===== src/rtl/pong_pkg.sv =====
// Shared encodings for the pong match controller: FSM states, regime and winner codes.
package pong_pkg;

    localparam logic [2:0] ST_IDLE       = 3'd0;
    localparam logic [2:0] ST_SERVE_WAIT = 3'd1;
    localparam logic [2:0] ST_PLAY       = 3'd2;
    localparam logic [2:0] ST_PAUSE      = 3'd3;
    localparam logic [2:0] ST_POINT_HOLD = 3'd4;
    localparam logic [2:0] ST_GAME_OVER  = 3'd5;

    localparam logic [1:0] REGIME_IDLE   = 2'b00;
    localparam logic [1:0] REGIME_MATCH  = 2'b01;
    localparam logic [1:0] REGIME_PAUSED = 2'b10;
    localparam logic [1:0] REGIME_OVER   = 2'b11;

    localparam logic [1:0] WIN_NONE  = 2'b00;
    localparam logic [1:0] WIN_LEFT  = 2'b01;
    localparam logic [1:0] WIN_RIGHT = 2'b10;

    function automatic logic [1:0] regime_of(input logic [2:0] st);
        case (st)
            ST_IDLE:      regime_of = REGIME_IDLE;
            ST_PAUSE:     regime_of = REGIME_PAUSED;
            ST_GAME_OVER: regime_of = REGIME_OVER;
            default:      regime_of = REGIME_MATCH;
        endcase
    endfunction

endpackage


===== src/rtl/pong_frame_timer.sv =====
// Frame-tick detection at the first blanking line, end-of-frame accelerometer
// capture and the per-state frame counter.
module pong_frame_timer #(
    parameter int V_ACTIVE = 600
) (
    input  logic        pixel_clk,
    input  logic        rst_n,
    input  logic [10:0] h_coord,
    input  logic [9:0]  v_coord,
    input  logic [7:0]  accel_data_x,
    input  logic [7:0]  accel_data_y,
    input  logic        cnt_clr_i,
    output logic        tick_next_o,
    output logic        frame_tick_o,
    output logic [7:0]  frame_cnt_o,
    output logic [7:0]  accel_x_eof_o,
    output logic [7:0]  accel_y_eof_o
);

    localparam logic [9:0] BLANK_LINE = 10'(V_ACTIVE);

    logic       tick_q;
    logic [7:0] cnt_q, cnt_d;
    logic [7:0] ax_q, ay_q;

    assign tick_next_o = (h_coord == 11'd0) && (v_coord == BLANK_LINE);

    // A state change clears the count even if a tick lands in the same cycle.
    always_comb begin
        cnt_d = cnt_q;
        if (cnt_clr_i)
            cnt_d = 8'd0;
        else if (tick_q)
            cnt_d = cnt_q + 8'd1;
    end

    always_ff @(posedge pixel_clk or negedge rst_n) begin
        if (!rst_n) begin
            tick_q <= 1'b0;
            cnt_q  <= 8'd0;
            ax_q   <= 8'd0;
            ay_q   <= 8'd0;
        end else begin
            tick_q <= tick_next_o;
            cnt_q  <= cnt_d;
            if (tick_next_o) begin
                ax_q <= accel_data_x;
                ay_q <= accel_data_y;
            end
        end
    end

    assign frame_tick_o  = tick_q;
    assign frame_cnt_o   = cnt_q;
    assign accel_x_eof_o = ax_q;
    assign accel_y_eof_o = ay_q;

endmodule


===== src/rtl/pong_match_ctrl.sv =====
// Pong match sequencer: serve timing, scoring, pause and game-over handling,
// with all outputs registered.
module pong_match_ctrl
    import pong_pkg::*;
#(
    parameter int V_ACTIVE           = 600,
    parameter int WIN_SCORE          = 7,
    parameter int SERVE_DELAY_FRAMES = 60,
    parameter int SCORE_HOLD_FRAMES  = 90
) (
    input  logic        pixel_clk,
    input  logic        rst_n,
    input  logic [10:0] h_coord,
    input  logic [9:0]  v_coord,
    input  logic        button_c,
    input  logic        goal_left_i,
    input  logic        goal_right_i,
    input  logic [7:0]  accel_data_x,
    input  logic [7:0]  accel_data_y,
    output logic        frame_tick_o,
    output logic        update_en_o,
    output logic        serve_o,
    output logic        serve_dir_o,
    output logic [3:0]  score_l_o,
    output logic [3:0]  score_r_o,
    output logic [1:0]  winner_o,
    output logic [1:0]  regime_o,
    output logic [7:0]  accel_x_eof_o,
    output logic [7:0]  accel_y_eof_o
);

    localparam logic [7:0] SERVE_LAST = 8'(SERVE_DELAY_FRAMES - 1);
    localparam logic [7:0] HOLD_LAST  = 8'(SCORE_HOLD_FRAMES - 1);
    localparam logic [3:0] WIN_PTS    = 4'(WIN_SCORE);

    logic [2:0] state_q, state_d;
    logic       btn_q, btn_prev_q, press;
    logic [3:0] score_l_q, score_l_d, score_r_q, score_r_d;
    logic [3:0] score_l_inc, score_r_inc;
    logic [1:0] winner_q, winner_d;
    logic       dir_q, dir_d;
    logic       serve_q, serve_d;
    logic [1:0] regime_q;
    logic       update_q;
    logic       tick, tick_next, cnt_clr;
    logic [7:0] frame_cnt;

    assign press       = btn_q & ~btn_prev_q;
    assign cnt_clr     = (state_d != state_q);
    assign score_l_inc = score_l_q + 4'd1;
    assign score_r_inc = score_r_q + 4'd1;

    pong_frame_timer #(.V_ACTIVE(V_ACTIVE)) u_timer (
        .pixel_clk     (pixel_clk),
        .rst_n         (rst_n),
        .h_coord       (h_coord),
        .v_coord       (v_coord),
        .accel_data_x  (accel_data_x),
        .accel_data_y  (accel_data_y),
        .cnt_clr_i     (cnt_clr),
        .tick_next_o   (tick_next),
        .frame_tick_o  (tick),
        .frame_cnt_o   (frame_cnt),
        .accel_x_eof_o (accel_x_eof_o),
        .accel_y_eof_o (accel_y_eof_o)
    );

    always_comb begin
        state_d   = state_q;
        score_l_d = score_l_q;
        score_r_d = score_r_q;
        winner_d  = winner_q;
        dir_d     = dir_q;
        serve_d   = 1'b0;
        case (state_q)
            ST_IDLE: begin
                score_l_d = 4'd0;
                score_r_d = 4'd0;
                winner_d  = WIN_NONE;
                dir_d     = 1'b1;
                if (press)
                    state_d = ST_SERVE_WAIT;
            end
            ST_SERVE_WAIT: begin
                if (tick && frame_cnt == SERVE_LAST) begin
                    state_d = ST_PLAY;
                    serve_d = 1'b1;
                end
            end
            ST_PLAY: begin
                // Goals take priority over a coincident press.
                if (goal_left_i && goal_right_i) begin
                    state_d = ST_POINT_HOLD;
                end else if (goal_left_i) begin
                    score_r_d = score_r_inc;
                    dir_d     = 1'b0;
                    if (score_r_inc == WIN_PTS) begin
                        state_d  = ST_GAME_OVER;
                        winner_d = WIN_RIGHT;
                    end else begin
                        state_d = ST_POINT_HOLD;
                    end
                end else if (goal_right_i) begin
                    score_l_d = score_l_inc;
                    dir_d     = 1'b1;
                    if (score_l_inc == WIN_PTS) begin
                        state_d  = ST_GAME_OVER;
                        winner_d = WIN_LEFT;
                    end else begin
                        state_d = ST_POINT_HOLD;
                    end
                end else if (press) begin
                    state_d = ST_PAUSE;
                end
            end
            ST_PAUSE: begin
                if (press)
                    state_d = ST_PLAY;
            end
            ST_POINT_HOLD: begin
                if (tick && frame_cnt == HOLD_LAST)
                    state_d = ST_SERVE_WAIT;
            end
            ST_GAME_OVER: begin
                if (press) begin
                    state_d   = ST_IDLE;
                    score_l_d = 4'd0;
                    score_r_d = 4'd0;
                    winner_d  = WIN_NONE;
                    dir_d     = 1'b1;
                end
            end
            default: state_d = ST_IDLE;
        endcase
    end

    // Button history resets high so a level held through reset is not a press.
    always_ff @(posedge pixel_clk or negedge rst_n) begin
        if (!rst_n) begin
            state_q    <= ST_IDLE;
            btn_q      <= 1'b1;
            btn_prev_q <= 1'b1;
            score_l_q  <= 4'd0;
            score_r_q  <= 4'd0;
            winner_q   <= WIN_NONE;
            dir_q      <= 1'b1;
            serve_q    <= 1'b0;
            regime_q   <= REGIME_IDLE;
            update_q   <= 1'b0;
        end else begin
            state_q    <= state_d;
            btn_q      <= button_c;
            btn_prev_q <= btn_q;
            score_l_q  <= score_l_d;
            score_r_q  <= score_r_d;
            winner_q   <= winner_d;
            dir_q      <= dir_d;
            serve_q    <= serve_d;
            regime_q   <= regime_of(state_d);
            update_q   <= tick_next && (state_d == ST_PLAY);
        end
    end

    assign frame_tick_o = tick;
    assign update_en_o  = update_q;
    assign serve_o      = serve_q;
    assign serve_dir_o  = dir_q;
    assign score_l_o    = score_l_q;
    assign score_r_o    = score_r_q;
    assign winner_o     = winner_q;
    assign regime_o     = regime_q;

endmodule


===== config.mk =====
export PLATFORM = sky130hd
export DESIGN_NAME = pong_match_ctrl
export DESIGN_NICKNAME = d
export VERILOG_FILES = /design/src/rtl/pong_pkg.sv /design/src/rtl/pong_frame_timer.sv /design/src/rtl/pong_match_ctrl.sv
export SDC_FILE = /design/constraint.sdc
export NUM_CORES = 1
export LEC_CHECK = 0
export ABC_AREA = 1
export BUFFER_PORTS_ARGS = -buffer_cell sky130_fd_sc_hd__buf_2
export CAP_MARGIN = 40
export CORE_ASPECT_RATIO = 1.1
export CORE_MARGIN = 3
export CORE_UTILIZATION = 46
export CTS_CLUSTER_DIAMETER = 30
export DETAILED_ROUTE_END_ITERATION = 12
export PLACE_DENSITY = 0.76
export SYNTH_ARGS = -nofsm -noshare
export SYNTH_HDL_FRONTEND = slang
export SYNTH_SLANG_ARGS = --single-unit

===== constraint.sdc =====
create_clock -name pixel_clk -period 1.7 [get_ports pixel_clk]
set_clock_uncertainty 0.2 [all_clocks]
set_input_delay 0.085 -clock pixel_clk [delete_from_list [all_inputs] [get_ports pixel_clk]]
set_output_delay 0.085 -clock pixel_clk [all_outputs]
set_load 0.1 [all_outputs]

==> qor.yml, run 1 <==
clockBufferDepth: 2
worst_slew_pin_slew_ns: 0.593
yosys.area_share.adder_pct: 3.11
worstSkewPairLatency_ns: 0.30
syn-num-nets: 342
grt_pass1_wl_mm: 9.80
cts_tree: "built"
grt_usage_pct: 20.3
first_pass_iters: 4
yosys_warnings: 0
hold_violations: 0
wl_per_cell_um: 12.5
dp.cells: 446
grt_start_max_net_pins: 28
hpwlAfterDp_mm: 4.11
antenna_found_initial: 0
h-tree-depth: 2
grt-busiest-layer: "met2"
grt_pass1_vias: 2402
grtUsageMet1_pct: 21.0
synth.yosys.seq_area_share_pct: 46.8
fin_crit_ns: 1.88
coreArea_sq_um: 5030
end_kind: "flop"
status: "complete, but fails checks"
setup_ws_ns: -0.180
worstPathCellList: "buf_2 > dlygate4sd3_1 > inv_2 > nand2_2 > nor3_2 > nor2_4 > nand3_4 > nand2_4 > nand2_4 > nand3_4 > nor2_2"
arrival_ns: 1.91
grt_use_met2_pct: 39.4
synthSimpleGateAreaFrac_pct: 35.3
worstSetupStartpointType: "input port"
violations: "setup timing"
p_leak_nw: 1.85
powerDensity_nw_per_um2: 578
path_clk_slew_ns: 0.09
synth-seq-cells: 45
vias: 2341
synth_top_family_by_area: "simple AND/OR/NAND/NOR gates"
ys_types: 36
synth-compound-area-share_pct: 4.82
synth_cells: 294
cp_slowest_cell: "dlygate4sd3_1"
overflow: 0
worstPathRequired_ns: 1.73
fmax_mhz: 532
synth-xor-area-share_pct: 1.82
met3_usage_pct: 4.90
synthMuxAreaShare_pct: 0
rsz0062_at_grt: "yes"
fin_crit_sh_pct: 111
n_fill_cell: 363
ir_drop_mv: 0.449
rows: 27
fin_util_pct: 70.9
die_x_um: 75.0
crit_type: "in2reg"
finalNonFillerCells: 485
io_pins: 74
numClockSinks: 45
gp_congestion: 0.886
finalSetupViolCount: 11
ant_nets: 0
cts_root_buffer: "clkbuf_8"
finalWirelength_mm: 6.07
synth_area_leader_cell: "dfrtp_1"
vias_per_cell: 4.83
hp-class: "in2reg"
relSlewSlack_pct: 60.4
dieArea_sq_um: 6150
synth_top_area_share_pct: 43.6
synth_area_sq_um: 2410
start_util_pct: 47.9
path_max_fanout: 8
slowest_delay_ns: 0.60
syn_area_per_cell_sq_um: 8.21
cap_viol_max_count: 0
drtIter0Drc: 111
cts_made_buffers: 5
die_y_um: 82.0
antennaDiodeCount: 0
drv_slew: 0
drc_errors: 0
port_buffers: 73
layout.nets: 474
synth_area_leaders: "dfrtp_1, nand2_1, inv_1, nor2_1, dfstp_2"
drive_gt1_share_pct: 46.8
syn2layout_area_growth_pct: 47.9
metal layers:
metal	up-vias	wire, um
li1	1176	-
met1	1085	2280
met2	67	3400
met3	13	281
met4	0	104
met5	-	0
critical path: cells and delay by family:
| family | cells | cell delay, ns |
|---|---|---|
| AND/OR/NAND/NOR | 8 | 0.98 |
| buffers and inverters | 3 | 0.83 |
power by group:
group,internal (mW),total [mW],switching [mW]
clock,0.448,0.827,0.378
combinational,0.0801,0.158,0.0783
sequential,1.08,1.08,0.00232
total,1.60,2.06,0.459
worst paths after layout:
kind / to / start / cells past startpoint / slack [ns]
setup / recovery: u_timer.frame_cnt_o[4]$_DFFE_PN0P_ / goal_left_i / 11 / -0.18
hold / removal: state_q[0]$_DFF_PN0_ / goal_left_i / 5 / 0.07
setup reg to reg: u_timer.frame_cnt_o[4]$_DFFE_PN0P_ / state_q[0]$_DFF_PN0_ / 10 / -0.16
hold reg to reg: btn_prev_q$_DFF_PN1_ / btn_q$_DFF_PN1_ / 0 / 0.18
max in group asynchronous: btn_prev_q$_DFF_PN1_ / rst_n / 3 / 0.56
min in group asynchronous: score_r_o[2]$_DFFE_PN0P_ / rst_n / 2 / 0.11
stage by stage:
stage / total power, mW / setup TNS [ns] / worst slack [ns] / hold WS [ns] / area [sq um]
3_3_place_gp: 1.21 / -0.596 / -0.0646 / -0.0802 / 3060
5_1_grt: 2.15 / -3.09 / -0.286 / 0.0963 / 3570
3_5_place_dp: 1.22 / -1.09 / -0.0957 / -0.0752 / 3060
6_report: 2.06 / -1.55 / -0.180 / 0.0662 / 3570
2_1_floorplan: 1.14 / -1.57 / -0.161 / -0.411 / 2470
4_1_cts: 2.08 / -0.919 / -0.122 / 0.0221 / 3400
kinds of logic after synthesis:
family / count (synthesis)
adders and majority gates: 6
xor gates and xnor gates: 5
and+or+nand+nor: 173
AOI/OAI and AO/OA: 20
buffers and inverters: 45
DFF: 45
synthesized netlist by cell type:
cell and n:
nand2_1 103, dfrtp_1 42, inv_1 31, nor2_1 22, nor2_2 10, inv_2 8
nand3_1 8, ha_1 6, o22ai_1 6, o21ai_1 5, nand2_2 4, nand3_2 4
nand4_1 4, o21ai_0 4, xor2_1 4, dfstp_2 3, nand2_4 3, nor2_4 3
nor3_1 3, a21oi_1 2, buf_6 2, nand3_4 2, nor3_2 2, a21oi_2 1
buf_2 1, buf_4 1, clkinv_2 1, clkinv_4 1, nand3b_1 1, nor2_8 1
nor4_1 1, nor4_2 1, o211ai_1 1, o21a_1 1, or2_1 1, xnor2_1 1
cell usage in the layout, fill, tap and decap left out, drive strengths merged:
cell type,instances
dfrtp,42
or2,1
o211ai,1
bufinv,1
o21a,1
xor2,4
dlygate4sd3,19
dfstp,3
nor3,5
inv,41
clkbuf,5
a21oi,3
nand3,14
nand4,4
nand2,110
xnor2,1
ha,6
nand3b,1
nor2,36
clkinv,2
nor4,2
o22ai,6
buf,110
o21ai,9
flip-flops by register name, summed over array words and instances, names as in the netlist, 2 cells and up:
| register | count |
|---|---|
| u_timer.accel_x_eof_o | 8 |
| winner_o | 2 |
| regime_o | 2 |
| u_timer.accel_y_eof_o | 8 |
| score_l_o | 4 |
| state_q | 3 |
| score_r_o | 4 |
| u_timer.frame_cnt_o | 8 |
layout make-up:
class                      instances  area [sq um]  share of cell area, %
clock inverter                     3          47.5                   1.33
inverter                          41           160                   4.49
sequential                        45          1160                   32.4
clock buffer                       5          68.8                   1.93
timing repair buffer             129           837                   23.5
multi-input combinational        204          1230                   34.4
tap                               58          72.6                   2.03
timing repair:
item / CTS / global route
hold buffers: 19 / 0
resized for setup: 6 / 28
pin swaps: 1 / 21
endpoints found under the hold margin: 45 / 0
endpoints found under the setup margin: 19 / 22
buffers inserted: 2 / 10
Note: power is estimated with default switching activity, not from simulation.
==> run 2, diff against run 1 <==
Settings changed: ABC_AREA 1 to 0, CORE_ASPECT_RATIO 1.1 to unset.
==> run 2 against run 1 <==
Effect of this change: global-route usage up 2.4 points; the run still ends with setup timing left; flip-flop and latch count unchanged; register-to-register slack got worse by 0.29 ns; area after synthesis down 4.6%; critical path type is now reg2reg; sequential share of layout area is 0.94 points lower; cell count fell by 12%.
==> qor.yml, run 2 <==
die_y_um: 76.7
grt_start_max_net_pins: 33
worstSkewPairLatency_ns: 0.31
worstPathRequired_ns: 1.73
clockBufferDepth: 2
end_kind: "flop"
layout_common_cells: "buf_2, buf_4, dfrtp_1"
synth_edf_count: 0
cts_root_buffer: "clkbuf_8"
synthSimpleGateAreaFrac_pct: 18.6
cts_tree: "built"
synth_area_sq_um: 2300
fin_setup_tns_ns: -5.27
relSlewSlack_pct: 53.0
syn-num-nets: 263
gp_congestion: 0.794
powerDensity_nw_per_um2: 728
synthMuxAreaShare_pct: 8.26
rsz0062_at_grt: "yes"
vias_per_cell: 5.22
path_clk_slew_ns: 0.09
syn2layout_area_growth_pct: 59.3
wl_per_cell_um: 15.3
reg2reg_slack_ns: -0.45
dieArea_sq_um: 5890
synth-xor-area-share_pct: 3.80
whs_ns: 0.0399
setup_ws_ns: -0.449
path_max_fanout: 8
endpoint: "u_timer.frame_cnt_o[1]$_DFFE_PN0P_"
numClockSinks: 45
fmax_mhz: 465
synth_flop_cell: "dfrtp_1"
ir_drop_mv: 0.564
layout_commonest_cell: "buf_2"
drive_gt1_share_pct: 53.3
synth_top_area_share_pct: 45.7
worst_slew_pin_slew_ns: 0.705
hp-class: "in2reg"
rows: 25
worstSetupStartpointType: "flop"
yosysMostFrequentCell: "dfrtp_1"
synth-compound-area-share_pct: 14.4
cts_made_buffers: 5
fin_util_pct: 76.6
fin_crit_ns: 2.15
port_buffers: 73
arrival_ns: 2.18
dp.cells: 392
grt_usage_pct: 22.7
synth_area_leaders: "dfrtp_1, mux2_2, o21ai_0, dfstp_2, ha_1"
hold_violations: 0
violations: "setup timing"
coreArea_sq_um: 4790
status: "complete, but fails checks"
finalSetupViolCount: 17
yosys.area_share.adder_pct: 3.26
startpoint: "u_timer.frame_cnt_o[1]$_DFFE_PN0P_"
antennaDiodeCount: 0
h-tree-depth: 2
place_area_sq_um: 3140
fin_crit_sh_pct: 126
antenna_found_initial: 0
overflow: 0
synth_top_cells_by_count: "dfrtp_1, nand2_1, o21ai_0"
synth.yosys.seq_area_share_pct: 49.1
ys_types: 49
timing.rr.end: "u_timer.frame_cnt_o[1]$_DFFE_PN0P_"
synth_top_family_by_area: "simple AND/OR/NAND/NOR gates"
hpwlAfterDp_mm: 4.11
worstRegToRegCells: 7
layout.nets: 407
start_util_pct: 48.1
first_pass_iters: 4
syn_area_per_cell_sq_um: 10.7
die_x_um: 76.7
drv_slew: 0
grt_pass1_wl_mm: 10.8
finalWirelength_mm: 6.53
fin_area_sq_um: 3670
drc_errors: 0
vias: 2227
p_leak_nw: 1.75
finalNonFillerCells: 427
r2r-start: "u_timer.frame_cnt_o[1]$_DFFE_PN0P_"
ys_async_sr_fraction_pct: 100
synth_area_leader_cell: "dfrtp_1"
crit_type: "reg2reg"
synth-seq-cells: 45
ant_nets: 0
cap_viol_max_count: 0
drtIter0Drc: 88
yosys_warnings: 0
synth_cells: 215
io_pins: 74
grt_pass1_vias: 2387
-- run 2: cell count changes in the layout (fill, tap and decap cells not counted), moves of 6 or more --
cell and change:
mux2_2 +16, nand2_1 -74, nand2_2 -15, o21ai_0 +6, inv_2 -11, nor2_2 -8, nor2_4 -8, inv_1 -23
a21oi_1 +11, buf_4 +9
-- run 2: worst max-delay path, cell delays in order, from the launching register on --
cell	delay, ns
dfrtp_1	0.40
inv_1	0.06
ha_1	0.14
nand4b_1	0.11
or4b_1	0.47
and4_4	0.16
or2_4	0.28
a221oi_2	0.23
-- run 2: power breakdown --
group          leakage [nW]  switching, mW  internal (mW)
registers             0.593         0.0113           1.10
logic                  1.10          0.426          0.288
clock network        0.0591          0.401          0.448
-- run 2: worst min path at each step --
stage | from | end | cells past startpoint
after floorplan | rst_n | regime_o[0]$_DFF_PN0_ | 0
after global placement | rst_n | u_timer.frame_cnt_o[3]$_DFFE_PN0P_ | 1
after detailed placement | rst_n | u_timer.frame_cnt_o[4]$_DFFE_PN0P_ | 1
after CTS | goal_left_i | winner_o[1]$_DFFE_PN0P_ | 4
after global routing | goal_left_i | winner_o[1]$_DFFE_PN0P_ | 4
final | goal_left_i | winner_o[1]$_DFFE_PN0P_ | 4
-- run 2: kinds of logic after synthesis --
kind of cell,after synthesis
AND/OR/NAND/NOR,73
AO/OA/AOI/OAI,51
flip-flops,45
multiplexers,17
buffers and inverters,13
XOR/XNOR,10
adder cells (fa/ha/maj),6
-- run 2: cell type report --
cell class | instances | area, sq um
Multi-Input combinational cell | 157 | 1310
Sequential cell | 45 | 1150
Fill cell | 306 | 1120
Timing Repair Buffer | 144 | 978
Tap cell | 67 | 83.8
Clock buffer | 5 | 68.8
Clock inverter | 3 | 47.5
Inverter | 6 | 25.0
-- run 2: routing by layer --
layer | vias up | track usage, % | part of all wire [%]
met5 | - | 0 | 0
met2 | 69 | 41.9 | 52
li1 | 1068 | - | -
met1 | 1075 | 25.4 | 40
met3 | 15 | 5.75 | 5.3
met4 | 0 | 6.88 | 2.5
-- run 2: per-stage QoR --
stage / power, mW / worst slack, ns
3_3_place_gp: 1.65 / -0.496
4_1_cts: 2.61 / -0.443
6_report: 2.67 / -0.449
3_5_place_dp: 1.66 / -0.551
2_1_floorplan: 1.49 / -0.675
5_1_grt: 2.79 / -0.536
-- run 2: what timing repair did --
item,in CTS,in global routing
resized for setup,15,23
endpoints found under the setup margin,18,22
buffers inserted,4,2
endpoints found under the hold margin,45,0
hold buffers,21,0
pin swaps,4,5
